`config.mk`:
```
export PLATFORM = sky130hd
export DESIGN_NAME = mux_rr_scheduler_flat
export DESIGN_NICKNAME = d
export VERILOG_FILES = /design/src/rtl/mux_sched_pkg.sv /design/src/rtl/mux_if.sv /design/src/rtl/rr_arbiter.sv /design/src/rtl/mux_rr_scheduler.sv /design/src/flat_wrapper.sv
export SDC_FILE = /design/constraint.sdc
export NUM_CORES = 1
export LEC_CHECK = 0
export CAP_MARGIN = 20
export CORE_AREA = 2 2 89 91
export CTS_BUF_LIST = sky130_fd_sc_hd__clkbuf_8
export DETAILED_ROUTE_END_ITERATION = 10
export DIE_AREA = 0 0 91 93
export PLACE_DENSITY = 0.77
export SYNTH_ARGS = -nofsm -noshare
export SYNTH_HDL_FRONTEND = slang
export SYNTH_SLANG_ARGS = --single-unit
```
`constraint.sdc`:
```
create_clock -name i_clk -period 3.02 [get_ports i_clk]
set_input_delay 0.453 -clock i_clk [delete_from_list [all_inputs] [get_ports i_clk]]
set_output_delay 0.453 -clock i_clk [all_outputs]
set_load 0.05 [all_outputs]
```
`src/rtl/mux_sched_pkg.sv`:
```
// Shared types and helpers for the round-robin mux scheduler.
package mux_sched_pkg;

    typedef enum logic [1:0] {
        IDLE  = 2'd0,
        ISSUE = 2'd1,
        RESP  = 2'd2
    } sched_state_t;

    // Width needed to hold a requester index; never narrower than one bit.
    function automatic int id_width(input int n);
        return (n < 2) ? 1 : $clog2(n);
    endfunction

endpackage

```
`src/rtl/mux_if.sv`:
```
// Connection between the scheduler (master) and the shared 2:1 mux (slave).
interface mux_if #(
    parameter int DATA_WITH = 12
);
    logic [DATA_WITH-1:0] a;
    logic [DATA_WITH-1:0] b;
    logic                 sel;
    logic [DATA_WITH-1:0] y;

    modport master (output a, output b, output sel, input y);
    modport slave  (input a, input b, input sel, output y);
endinterface

```
`src/rtl/rr_arbiter.sv`:
```
// Combinational round-robin pick: first set request at or above the pointer, wrapping.
module rr_arbiter
    import mux_sched_pkg::*;
#(
    parameter  int NUM_REQ = 4,
    localparam int ID_W    = id_width(NUM_REQ)
) (
    input  logic [NUM_REQ-1:0] i_req,
    input  logic [ID_W-1:0]    i_ptr,
    input  logic               i_en,
    output logic [NUM_REQ-1:0] o_gnt,
    output logic [ID_W-1:0]    o_idx,
    output logic               o_valid
);
    logic [ID_W:0]      w_sum;
    logic [ID_W-1:0]    w_cand;
    logic               w_hit;
    logic [NUM_REQ-1:0] w_gnt;
    logic [ID_W-1:0]    w_idx;

    // Walk candidates ptr, ptr+1, ... modulo NUM_REQ and keep the first requester seen.
    always_comb begin
        w_sum  = '0;
        w_cand = '0;
        w_hit  = 1'b0;
        w_gnt  = '0;
        w_idx  = '0;
        for (int i = 0; i < NUM_REQ; i++) begin
            w_sum = {1'b0, i_ptr} + (ID_W + 1)'(i);
            if (w_sum >= (ID_W + 1)'(NUM_REQ)) begin
                w_sum = w_sum - (ID_W + 1)'(NUM_REQ);
            end
            w_cand = w_sum[ID_W-1:0];
            if (i_en && !w_hit && i_req[w_cand]) begin
                w_hit         = 1'b1;
                w_idx         = w_cand;
                w_gnt[w_cand] = 1'b1;
            end
        end
    end

    assign o_gnt   = w_gnt;
    assign o_idx   = w_idx;
    assign o_valid = w_hit;
endmodule

```
`src/rtl/mux_rr_scheduler.sv`:
```
// Shares one combinational mux among NUM_REQ requesters, one transaction in flight.
// Output handshake: a result transfers on a cycle where o_y_valid and i_y_ready are
// both high; o_y/o_y_id hold steady while o_y_valid is high and i_y_ready is low.
module mux_rr_scheduler
    import mux_sched_pkg::*;
#(
    parameter  int NUM_REQ   = 4,
    parameter  int DATA_WITH = 12,
    localparam int ID_W      = id_width(NUM_REQ)
) (
    input  logic                           i_clk,
    input  logic                           i_rst_n,
    input  logic [NUM_REQ-1:0]             i_req,
    input  logic [NUM_REQ*DATA_WITH-1:0]   i_a,
    input  logic [NUM_REQ*DATA_WITH-1:0]   i_b,
    input  logic [NUM_REQ-1:0]             i_sel,
    output logic [NUM_REQ-1:0]             o_gnt,
    output logic [DATA_WITH-1:0]           o_y,
    output logic [ID_W-1:0]                o_y_id,
    output logic                           o_y_valid,
    input  logic                           i_y_ready,
    output logic                           o_busy,
    mux_if.master                          master_if,
    output sched_state_t                   o_dbg_state
);
    sched_state_t         r_state;
    logic [ID_W-1:0]      r_ptr;
    logic [DATA_WITH-1:0] r_a;
    logic [DATA_WITH-1:0] r_b;
    logic                 r_sel;
    logic [ID_W-1:0]      r_id;
    logic [DATA_WITH-1:0] r_y;
    logic [ID_W-1:0]      r_y_id;

    logic                 w_arb_en;
    logic [NUM_REQ-1:0]   w_gnt;
    logic [ID_W-1:0]      w_idx;
    logic                 w_gnt_valid;

    // Arbitrate from IDLE, or from RESP on the cycle the result is consumed.
    // Gated by reset so no grant strobe leaks out while reset is asserted.
    assign w_arb_en = i_rst_n &&
                      ((r_state == IDLE) || ((r_state == RESP) && i_y_ready));

    rr_arbiter #(
        .NUM_REQ (NUM_REQ)
    ) u_arb (
        .i_req   (i_req),
        .i_ptr   (r_ptr),
        .i_en    (w_arb_en),
        .o_gnt   (w_gnt),
        .o_idx   (w_idx),
        .o_valid (w_gnt_valid)
    );

    // Operand capture on grant plus the IDLE -> ISSUE -> RESP sequencing.
    always_ff @(posedge i_clk or negedge i_rst_n) begin
        if (!i_rst_n) begin
            r_state <= IDLE;
            r_ptr   <= '0;
            r_a     <= '0;
            r_b     <= '0;
            r_sel   <= 1'b0;
            r_id    <= '0;
            r_y     <= '0;
            r_y_id  <= '0;
        end else begin
            if (w_gnt_valid) begin
                r_a   <= i_a[w_idx*DATA_WITH +: DATA_WITH];
                r_b   <= i_b[w_idx*DATA_WITH +: DATA_WITH];
                r_sel <= i_sel[w_idx];
                r_id  <= w_idx;
                r_ptr <= (w_idx == ID_W'(NUM_REQ - 1)) ? '0 : w_idx + 1'b1;
            end
            case (r_state)
                IDLE: begin
                    r_state <= w_gnt_valid ? ISSUE : IDLE;
                end
                ISSUE: begin
                    r_y     <= master_if.y;
                    r_y_id  <= r_id;
                    r_state <= RESP;
                end
                RESP: begin
                    if (i_y_ready) begin
                        r_state <= w_gnt_valid ? ISSUE : IDLE;
                    end
                end
                default: begin
                    r_state <= IDLE;
                end
            endcase
        end
    end

    // The mux always sees the operand registers; only the ISSUE-cycle result is used.
    assign master_if.a   = r_a;
    assign master_if.b   = r_b;
    assign master_if.sel = r_sel;

    assign o_gnt       = w_gnt;
    assign o_y         = r_y;
    assign o_y_id      = r_y_id;
    assign o_y_valid   = (r_state == RESP);
    assign o_busy      = (r_state != IDLE);
    assign o_dbg_state = r_state;
endmodule

```
`src/flat_wrapper.sv`:
```
// flat-port wrapper written by rule: the top's interface ports become plain ports
module mux_rr_scheduler_flat import mux_sched_pkg::*;
#(
    parameter  int NUM_REQ   = 4,
    parameter  int DATA_WITH = 12,
    localparam int ID_W      = id_width(NUM_REQ)
)
  (i_clk, i_rst_n, i_req, i_a, i_b, i_sel, o_gnt, o_y, o_y_id, o_y_valid, i_y_ready, o_busy, o_dbg_state, master_if_a, master_if_b, master_if_sel, master_if_y);
  mux_if #(.DATA_WITH(DATA_WITH)) master_if_i ();
  input  logic i_clk;
  input  logic i_rst_n;
  input  logic [NUM_REQ-1:0] i_req;
  input  logic [NUM_REQ*DATA_WITH-1:0] i_a;
  input  logic [NUM_REQ*DATA_WITH-1:0] i_b;
  input  logic [NUM_REQ-1:0] i_sel;
  output logic [NUM_REQ-1:0] o_gnt;
  output logic [DATA_WITH-1:0] o_y;
  output logic [ID_W-1:0] o_y_id;
  output logic o_y_valid;
  input  logic i_y_ready;
  output logic o_busy;
  output sched_state_t o_dbg_state;
  output wire logic [$bits(master_if_i.a)-1:0] master_if_a;
  output wire logic [$bits(master_if_i.b)-1:0] master_if_b;
  output wire logic [$bits(master_if_i.sel)-1:0] master_if_sel;
  input wire logic [$bits(master_if_i.y)-1:0] master_if_y;
  assign master_if_a = master_if_i.a;
  assign master_if_b = master_if_i.b;
  assign master_if_sel = master_if_i.sel;
  assign master_if_i.y = master_if_y;
  mux_rr_scheduler #(.NUM_REQ(NUM_REQ), .DATA_WITH(DATA_WITH)) u_core (.i_clk(i_clk), .i_rst_n(i_rst_n), .i_req(i_req), .i_a(i_a), .i_b(i_b), .i_sel(i_sel), .o_gnt(o_gnt), .o_y(o_y), .o_y_id(o_y_id), .o_y_valid(o_y_valid), .i_y_ready(i_y_ready), .o_busy(o_busy), .master_if(master_if_i), .o_dbg_state(o_dbg_state));
endmodule
```
-- After elaboration in Yosys (flattened, before gate mapping)
Index checks and enable logic that the tools add are counted.
- output and inout bits: 47
- memories: 0
- RAM bits: 0
- bits in latches: 0
- word-level logic and storage cells: 96
- bits in read-only memories: 0
- bits in registers: 45
- equality and inequality tests: 4
- shift-type cells: 2
- reduce and logical (&&, ||, !) cells: 19
- add/subtract/negate cells: 8
- bitwise logic cells: 3
- $lt $le $gt $ge: 13
- $mul: 1
- mux-type cells: 38
- div/mod/pow operators: 0
- operators with widths (kind ; count):
    $shiftx A48 B7 Y12 ; 2
    $mux W2 ; 10
    $mux W4 ; 4
    $lt A2 B3 Y1 const B ; 5
    $mux W1 ; 14
    $logic_and A1 B1 Y1 ; 13
    $or A4 B4 Y4 ; 3
    $bmux W1 S2 ; 5
    $ge A3 B3 Y1 const B ; 3
    $demux W1 S2 ; 4
    $ge A2 B1 Y1 const B ; 4
    $sub A2 B1 Y2 const B ; 4
    $add A2 B2 Y3 const B ; 2
    $pmux W2 S3 ; 1
    $eq A2 B2 Y1 const B ; 2
    $mul A2 B2 Y4 const B ; 1
    $add A2 B1 Y3 const B ; 1
    $ge A2 B3 Y1 const B ; 1
    $logic_not A1 Y1 ; 3
    $add A2 B1 Y2 const B ; 1
    $eq A2 B1 Y1 const B ; 1
    $logic_not A2 Y1 ; 1
    $ne A2 B1 Y1 const B ; 1
    $reduce_bool A2 Y1 ; 1
    $logic_or A1 B1 Y1 ; 1

-- Depth between registers and ports, before layout
Gate-level depths: netlist of run 1.
- word-level depth: 21
- depth in mapped cells: 11
- mapped depth without buffers: 8

-- Hierarchy
From an unflattened synthesis of run 1, not the netlist that was laid out.
- cell total of the unflattened synthesis: 260
- area, all modules: 3006.6 µm²
- by module, submodules not included (module ; times used ; cells an instance ; area each (µm²)):
    mux_rr_scheduler ; 1 ; 192 ; 2441.1
    rr_arbiter ; 1 ; 68 ; 565.5

-- Least setup slack after synthesis of run 1
No wires, ideal clock.
- path type: flip-flop to output port
- from: reg u_core.r_ptr[0]
- to: out o_gnt[0]
- setup slack: -0.138 ns
- path buffers: 1
- cell stages (with the launch flop): 8
- arrival time: 2.705 ns
- required time: 2.567 ns
- cell sequence: dfrtp_1 buf_2 inv_1 ha_1 mux4_2 nor2_1 nand3_1 o21ai_0
- word-level cells in the longest chain between the ends: 18
- elaborated cells between the ends (all ways): 63
- RTL lines (item ; line ; source):
    from (decl) ; mux_rr_scheduler.sv:27 ; logic [ID_W-1:0] r_ptr;
    from (signal assigned) ; mux_rr_scheduler.sv:73 ; r_ptr <= (w_idx == ID_W'(NUM_REQ - 1)) ? '0 : w_idx + 1'b1;
    parallel branches: the longest is 17 deep, another holds $add A2 B1 Y3 ; n/a ;
    $mux W4 (*) ; rr_arbiter.sv:34 ; if (i_en && !w_hit && i_req[w_cand]) begin
    to (decl) ; flat_wrapper.sv:16 ; output logic [NUM_REQ-1:0] o_gnt;
Every way passes the cells marked *. The select of a mux whose other input is x is not followed.

-- Final worst setup path of run 1
- from: in i_req[1]
- to: out o_gnt[1]
- word-level cells in the longest chain between the ends: 16
- elaborated cells between the ends (all ways): 28
- RTL lines (item ; line ; source):
    from (decl) ; flat_wrapper.sv:12 ; input logic [NUM_REQ-1:0] i_req;
    $bmux W1 S2 ; rr_arbiter.sv:34 ;
    $mux W1 (not written as such) ; rr_arbiter.sv:34 ;
    $logic_and A1 B1 Y1 ; rr_arbiter.sv:34 ;
    $mux W1 ; rr_arbiter.sv:34 ;
    $logic_not A1 Y1 ; rr_arbiter.sv:34 ;
    $logic_and A1 B1 Y1 (2 in series) ; rr_arbiter.sv:34 ;
    $mux W1 ; rr_arbiter.sv:34 ;
    $logic_not A1 Y1 ; rr_arbiter.sv:34 ;
    $logic_and A1 B1 Y1 (2 in series) ; rr_arbiter.sv:34 ;
    $mux W1 ; rr_arbiter.sv:34 ;
    $logic_not A1 Y1 ; rr_arbiter.sv:34 ;
    $logic_and A1 B1 Y1 (2 in series) ; rr_arbiter.sv:34 ;
    $mux W4 (*) ; rr_arbiter.sv:34 ;
Mark *: on every way between the ends. The rest lies on a longest branch, timed or not. The select of a mux whose other input is x is not followed.

==> results of run 1 <==
==> cells in the mapped netlist, types with 4 or more instances <==
cell,number
buf_4,4
nor2_1,28
inv_1,9
mux2i_1,50
ha_1,4
dfrtp_1,45
nand2b_1,4
o21ai_0,7
a221oi_2,20
buf_6,5
mux2_2,14
clkbuf_1,5
a221oi_1,5
a222oi_1,4
==> cells by family after synthesis <==
logic type | Yosys count
compound gates | 49
xor+xnor | 1
fa+ha+maj | 4
buf+inv | 27
flops | 45
mux | 68
simple gates | 46
==> final cells by class <==
class,count,area share [%]
timing repair buffer,181,38.40
multi-input combinational,168,33.38
sequential,45,23.08
tap,102,2.613
clock buffer,6,1.691
inverter,9,0.6916
clock inverter,1,0.1537
==> worst register-to-register path: stages, from the launching register on <==
cell and delay (ns):
dfrtp_2 0.44, inv_2 0.08, ha_2 0.38, mux4_2 0.37, and4b_1 0.25, or2_4 0.25
a211oi_4 0.49, buf_12 0.23, a221oi_2 0.08
==> cell usage in the layout, fill, tap and decap left out, types with 2 or more instances in the layout <==
master             n
a221oi_2          20
nand2b_1           3
a222oi_1           4
buf_12             9
buf_4             10
a221oi_1           5
clkbuf_8           6
nor2_1            27
mux2i_1           50
a21oi_1            3
mux2_2            14
inv_1              8
ha_1               3
a21o_1             2
o21ai_0            3
o21ai_2            4
mux4_2             4
clkdlybuf4s50_1  159
dfrtp_1           44
==> per-stage QoR <==
stage / setup WS [ns] / TNS, ns
final: 0.05686 / 0
after global routing: -0.006576 / -0.01053
after CTS: 0.009480 / 0
after detailed placement: -0.1096 / -0.3628
after global placement: -0.008143 / -0.02074
after floorplan: -0.1385 / -0.5540
==> power by group through the flow <==
stage	Combinational (W)	Clock, W	Sequential, W
3_3_place_gp	0.00379	0	0.00109
3_5_place_dp	0.00384	0	0.00110
6_report	0.00389	0.000380	0.00110
4_1_cts	0.00386	0.000393	0.00109
2_1_floorplan	0.00164	0	0.00205
5_1_grt	0.00409	0.000417	0.00113
==> registers in the layout, indices dropped and copies added, names as in the netlist <==
| signal | cells |
|---|---|
| u_core.master_if.a | 12 |
| u_core.o_dbg_state | 2 |
| u_core.o_y_id | 2 |
| u_core.master_if.b | 12 |
| u_core.r_ptr | 2 |
| u_core.r_id | 2 |
| u_core.master_if.sel | 1 |
| u_core.o_y | 12 |
==> routing by layer <==
layer	GRT usage, %	wire [um]
met1	23.66	3403
met2	37.04	4805
met4	6.944	148
met5	0	0
met3	3.948	444
==> timing repair <==
item                       CTS  global route
setup buffers                0             0
resized for setup            6            14
pin swaps                    0             1
setup endpoints to repair    4             4
==> worst paths after layout <==
check | to | startpoint | cells after the start | slack [ns]
min in group i_clk | u_core.r_id[1] | u_core.r_id[1] | 1 | 0.49
max reg2reg | u_core.master_if.a[8] | u_core.r_ptr[1] | 8 | 0.35
max | o_gnt[1] | i_req[1] | 7 | 0.06
min | u_core.master_if.a[6] | i_rst_n | 2 | 0.29
max in group asynchronous | u_core.r_ptr[1] | i_rst_n | 2 | 2.32
min reg2reg | u_core.r_id[1] | u_core.r_id[1] | 1 | 0.49
==> metrics.txt, run 1 <==
clk_skew 0.007670 ns; switching part of the total 49.81%; Sequential Power Share 20.4%; NumNets Final 533; synthesized area 2872 um^2; Cell Count, Final, Fillers Out 512; actual slew at the worst max-slew pin 0.6585 ns; H-tree Lvls 2; hold buffers post-CTS 0; endpoints failing setup 0; Die Ht 93 um; XOR/XNOR Fraction of Synth Area 0.3050%; placed wire-length estimate 6888 um; fin area 4885 um^2; placed inst area 4745 um^2; post-synthesis simple-gate area fraction 8.235%; Worst VDD drop 0.4423 mV; Pwr Density 1099 nW/um^2; drc violations 0; Critical Path AT 2.51 ns; GRT Resource Usage Total 20.23%; initial core utilization 38.15%; Post-synth EDFFs 0; Synth Register Bits 45; Crit path largest cell delay 0.51 ns; YS warnings 0; Synth Area in Adders 1.743%; Logic pwr share 72.5%; DRT iter0 DRCs 119; Worst EP required 2.57 ns; fill count 622; CTS sink cnt 45; Inst Count DP 505; number of global-route vias before repair 2754; post-synthesis mux area share 26.19%; Final Max Slew Viols 0; slew margin rel. 56.10%; CP Class in -> out; Syn Inst Count 240; Slowest-stage cell, CP mux4_2; vias per cell 5.129; area of the core 7527 um^2; Fmax 337.5 MHz; multi-input logic area 1630 um^2; sw power 0.002675 W; Clock transition at path regs 0.08 ns; # rows 32; drt first pass iters 7; Clock Power Share 7.1%; worst hold slack 0.2885 ns; status complete, no violations; Vias 2626; largest net degree at the start of global routing 46; Max Root-Sink Buffers 2; FF/Latch Area 1127 um^2; min cycle time layout 2.963 ns; Final ANT Viol Nets 0; Synthesized Nets 363; width of the die 91 um; syn avg cell area 11.96 um^2; asr flop ratio synth 100.0%; die area 8463 um^2; worst hold path type in -> async; Top FF cell, synth dfrtp_1; Post-Route WL 8801 um; Tcrit/Tclk final 98.12%; Seq/Total Area, Yosys 39.22%; Inserted Diodes 0; final core utilization 64.89%; Buf/Inv on CP 3; total gr overflow 0; Synth Area in Compound Gates 18.43%; Hold Vio Cnt, Final 0; layout cells sized above 1 20.98%; largest area contributor in the netlist dfrtp_1; first-pass GRT wire length 13630 um; Synth area leaders dfrtp_1, mux2i_1, a221oi_2; leakage 1.904 nW; root buffer selected by CTS clkbuf_8; CTS tree built; largest family of logic cells by synthesized area multiplexers; routed length per instance 17.19 um; crit end category output port; antenna violations before repair 0; Int Power 0.002695 W; placer's final routability congestion estimate 0.8596; critical path's top delay family buffers and inverters; Critical Path Fanout Max 4; PortBufs 165; Worst-Skew Late Latency 0.29 ns; area grow syn2layout 70.11%; Num CTS Buffers 5; Yosys top cell area share 39.22%; max-cap viol count 0; Cell Chain, Critical Path clkdlybuf4s50_1, mux4_2, buf_6, and2_2, a222oi_1, o21ai_2, buf_12; synth unique cells 42; Pwr Total 0.005370 W; number of I/O pins 166; Startpoint Class input port
(Power assumes the default switching activity.)
==> inputs of run 2 (changes only) <==
SKIP_CTS_REPAIR_TIMING = 1   (was default)
==> run 2 against run 1 <==
Clock power barely moved; global-route usage barely moved; total power fell by 0.25%; via count fell by 0.76%; core utilization fell by 0.10 points; sequential share of layout area barely moved; critical path type unchanged; largest power group unchanged.
==> metrics.txt, run 2 (synthesis gave the netlist of run 1 again) <==
Critical Path Fanout Max 4; drc violations 0; worst reg2reg setup slack 0.19 ns; actual slew at the worst max-slew pin 0.6590 ns; critical path's top delay family simple AND/OR/NAND/NOR gates; Sequential Power Share 20.4%; max-cap viol count 0; commonest non-fill, non-tap cell in the layout clkdlybuf4s50_1; slew margin rel. 56.07%; sw power 0.002667 W; Hold Vio Cnt, Final 0; Place WS -0.1096 ns; drt first pass iters 4; Startpoint Class input port; Final Worst Setup Slack 0.02644 ns; min cycle time layout 2.994 ns; Num CTS Buffers 5; Int Power 0.002689 W; placed wire-length estimate 6888 um; # rows 32; Clock Power Share 7.1%; NumNets Final 534; Critical Path AT 2.54 ns; unrepaired setup endpoints after global routing yes; Die Ht 93 um; total gr overflow 0; Fmax 334.1 MHz; initial core utilization 38.15%; final core utilization 64.79%; routed length per instance 17.09 um; status complete, no violations; endpoints failing setup 0; CTS sink cnt 45; antenna violations before repair 0; width of the die 91 um; number of I/O pins 166; Vias 2606; Tcrit/Tclk final 99.12%; H-tree Lvls 2; die area 8463 um^2; GRT Resource Usage Total 20.19%; root buffer selected by CTS clkbuf_8; commonest non-fill, non-tap cells in the layout clkdlybuf4s50_1, mux2i_1, dfrtp_1, nor2_1, a221oi_2; Max Root-Sink Buffers 2; largest net degree at the start of global routing 46; Post-Route WL 8767 um; worst hold path type in -> async; Crit path largest cell delay 0.51 ns; vias per cell 5.080; switching part of the total 49.80%; area grow syn2layout 69.85%; number of global-route vias before repair 2752; Worst EP required 2.57 ns; layout cells sized above 1 20.44%; clk_skew 0.006983 ns; PortBufs 165; Pwr Total 0.005356 W; Worst VDD drop 0.4420 mV; area of the core 7527 um^2; leakage 1.905 nW; DRT iter0 DRCs 110; Final Max Slew Viols 0; CTS tree built; Slowest-stage cell, CP mux4_2; first-pass GRT wire length 13610 um; CP Class in -> out; placer's final routability congestion estimate 0.8596; Inserted Diodes 0; Clock transition at path regs 0.08 ns; Logic pwr share 72.5%; crit end category output port; Buf/Inv on CP 2; Final ANT Viol Nets 0; Pwr Density 1098 nW/um^2; Worst-Skew Late Latency 0.29 ns; Cell Chain, Critical Path clkdlybuf4s50_1, mux4_2, or4b_4, nor2_2, a222oi_1, o21ai_2, buf_12
-- run 2: layout make-up --
type                    instances  area (um^2)
flip-flops and latches         45         1127
repair buffers                182         1883
fillers                       623         2650
inverters                       9        33.78
multi-input cells             168         1615
clock inverters                 1        7.507
well taps                     102        127.6
clock buffers                   6        82.58
-- run 2: metal layers --
| metal | GRT usage, % | wire [um] | vias to the layer above |
|---|---|---|---|
| li1 | - | - | 1245 |
| met1 | 23.56 | 3443 | 1267 |
| met2 | 37.04 | 4740 | 85 |
| met3 | 3.948 | 446 | 9 |
| met4 | 6.944 | 137 | 0 |
| met5 | 0 | 0 | - |
-- run 2: power by group through the flow --
| stage | combinational (W) | sequential [W] | clock, W |
|---|---|---|---|
| finish | 0.00388 | 0.00109 | 0.000379 |
| global route | 0.00408 | 0.00113 | 0.000417 |
| CTS | 0.00385 | 0.00109 | 0.000393 |
| detailed placement | 0.00384 | 0.00110 | 0 |
| global placement | 0.00379 | 0.00109 | 0 |
| floorplan | 0.00164 | 0.00205 | 0 |
-- run 2: worst paths after layout --
kind	from	to	depth (start not counted)
setup / recovery	i_req[1]	o_gnt[1]	7
max in group asynchronous	i_rst_n	u_core.r_ptr[1]	2
hold reg to reg	u_core.r_id[1]	u_core.r_id[1]	1
hold / removal	i_rst_n	u_core.master_if.a[6]	2
setup reg to reg	u_core.r_ptr[1]	u_core.master_if.b[11]	10
min in group i_clk	u_core.r_id[1]	u_core.r_id[1]	1
-- run 2: per-stage QoR --
stage	std cells	hold WS, ns	area, um^2	TNS (ns)
after detailed placement	505	0.4702	4745	-0.3628
after global placement	505	0.4630	4745	-0.02074
after global routing	513	0.3485	4877	-0.03010
after CTS	512	0.3114	4835	-0.4347
final	513	0.2867	4877	0
after floorplan	240	0.1574	2872	-0.5540
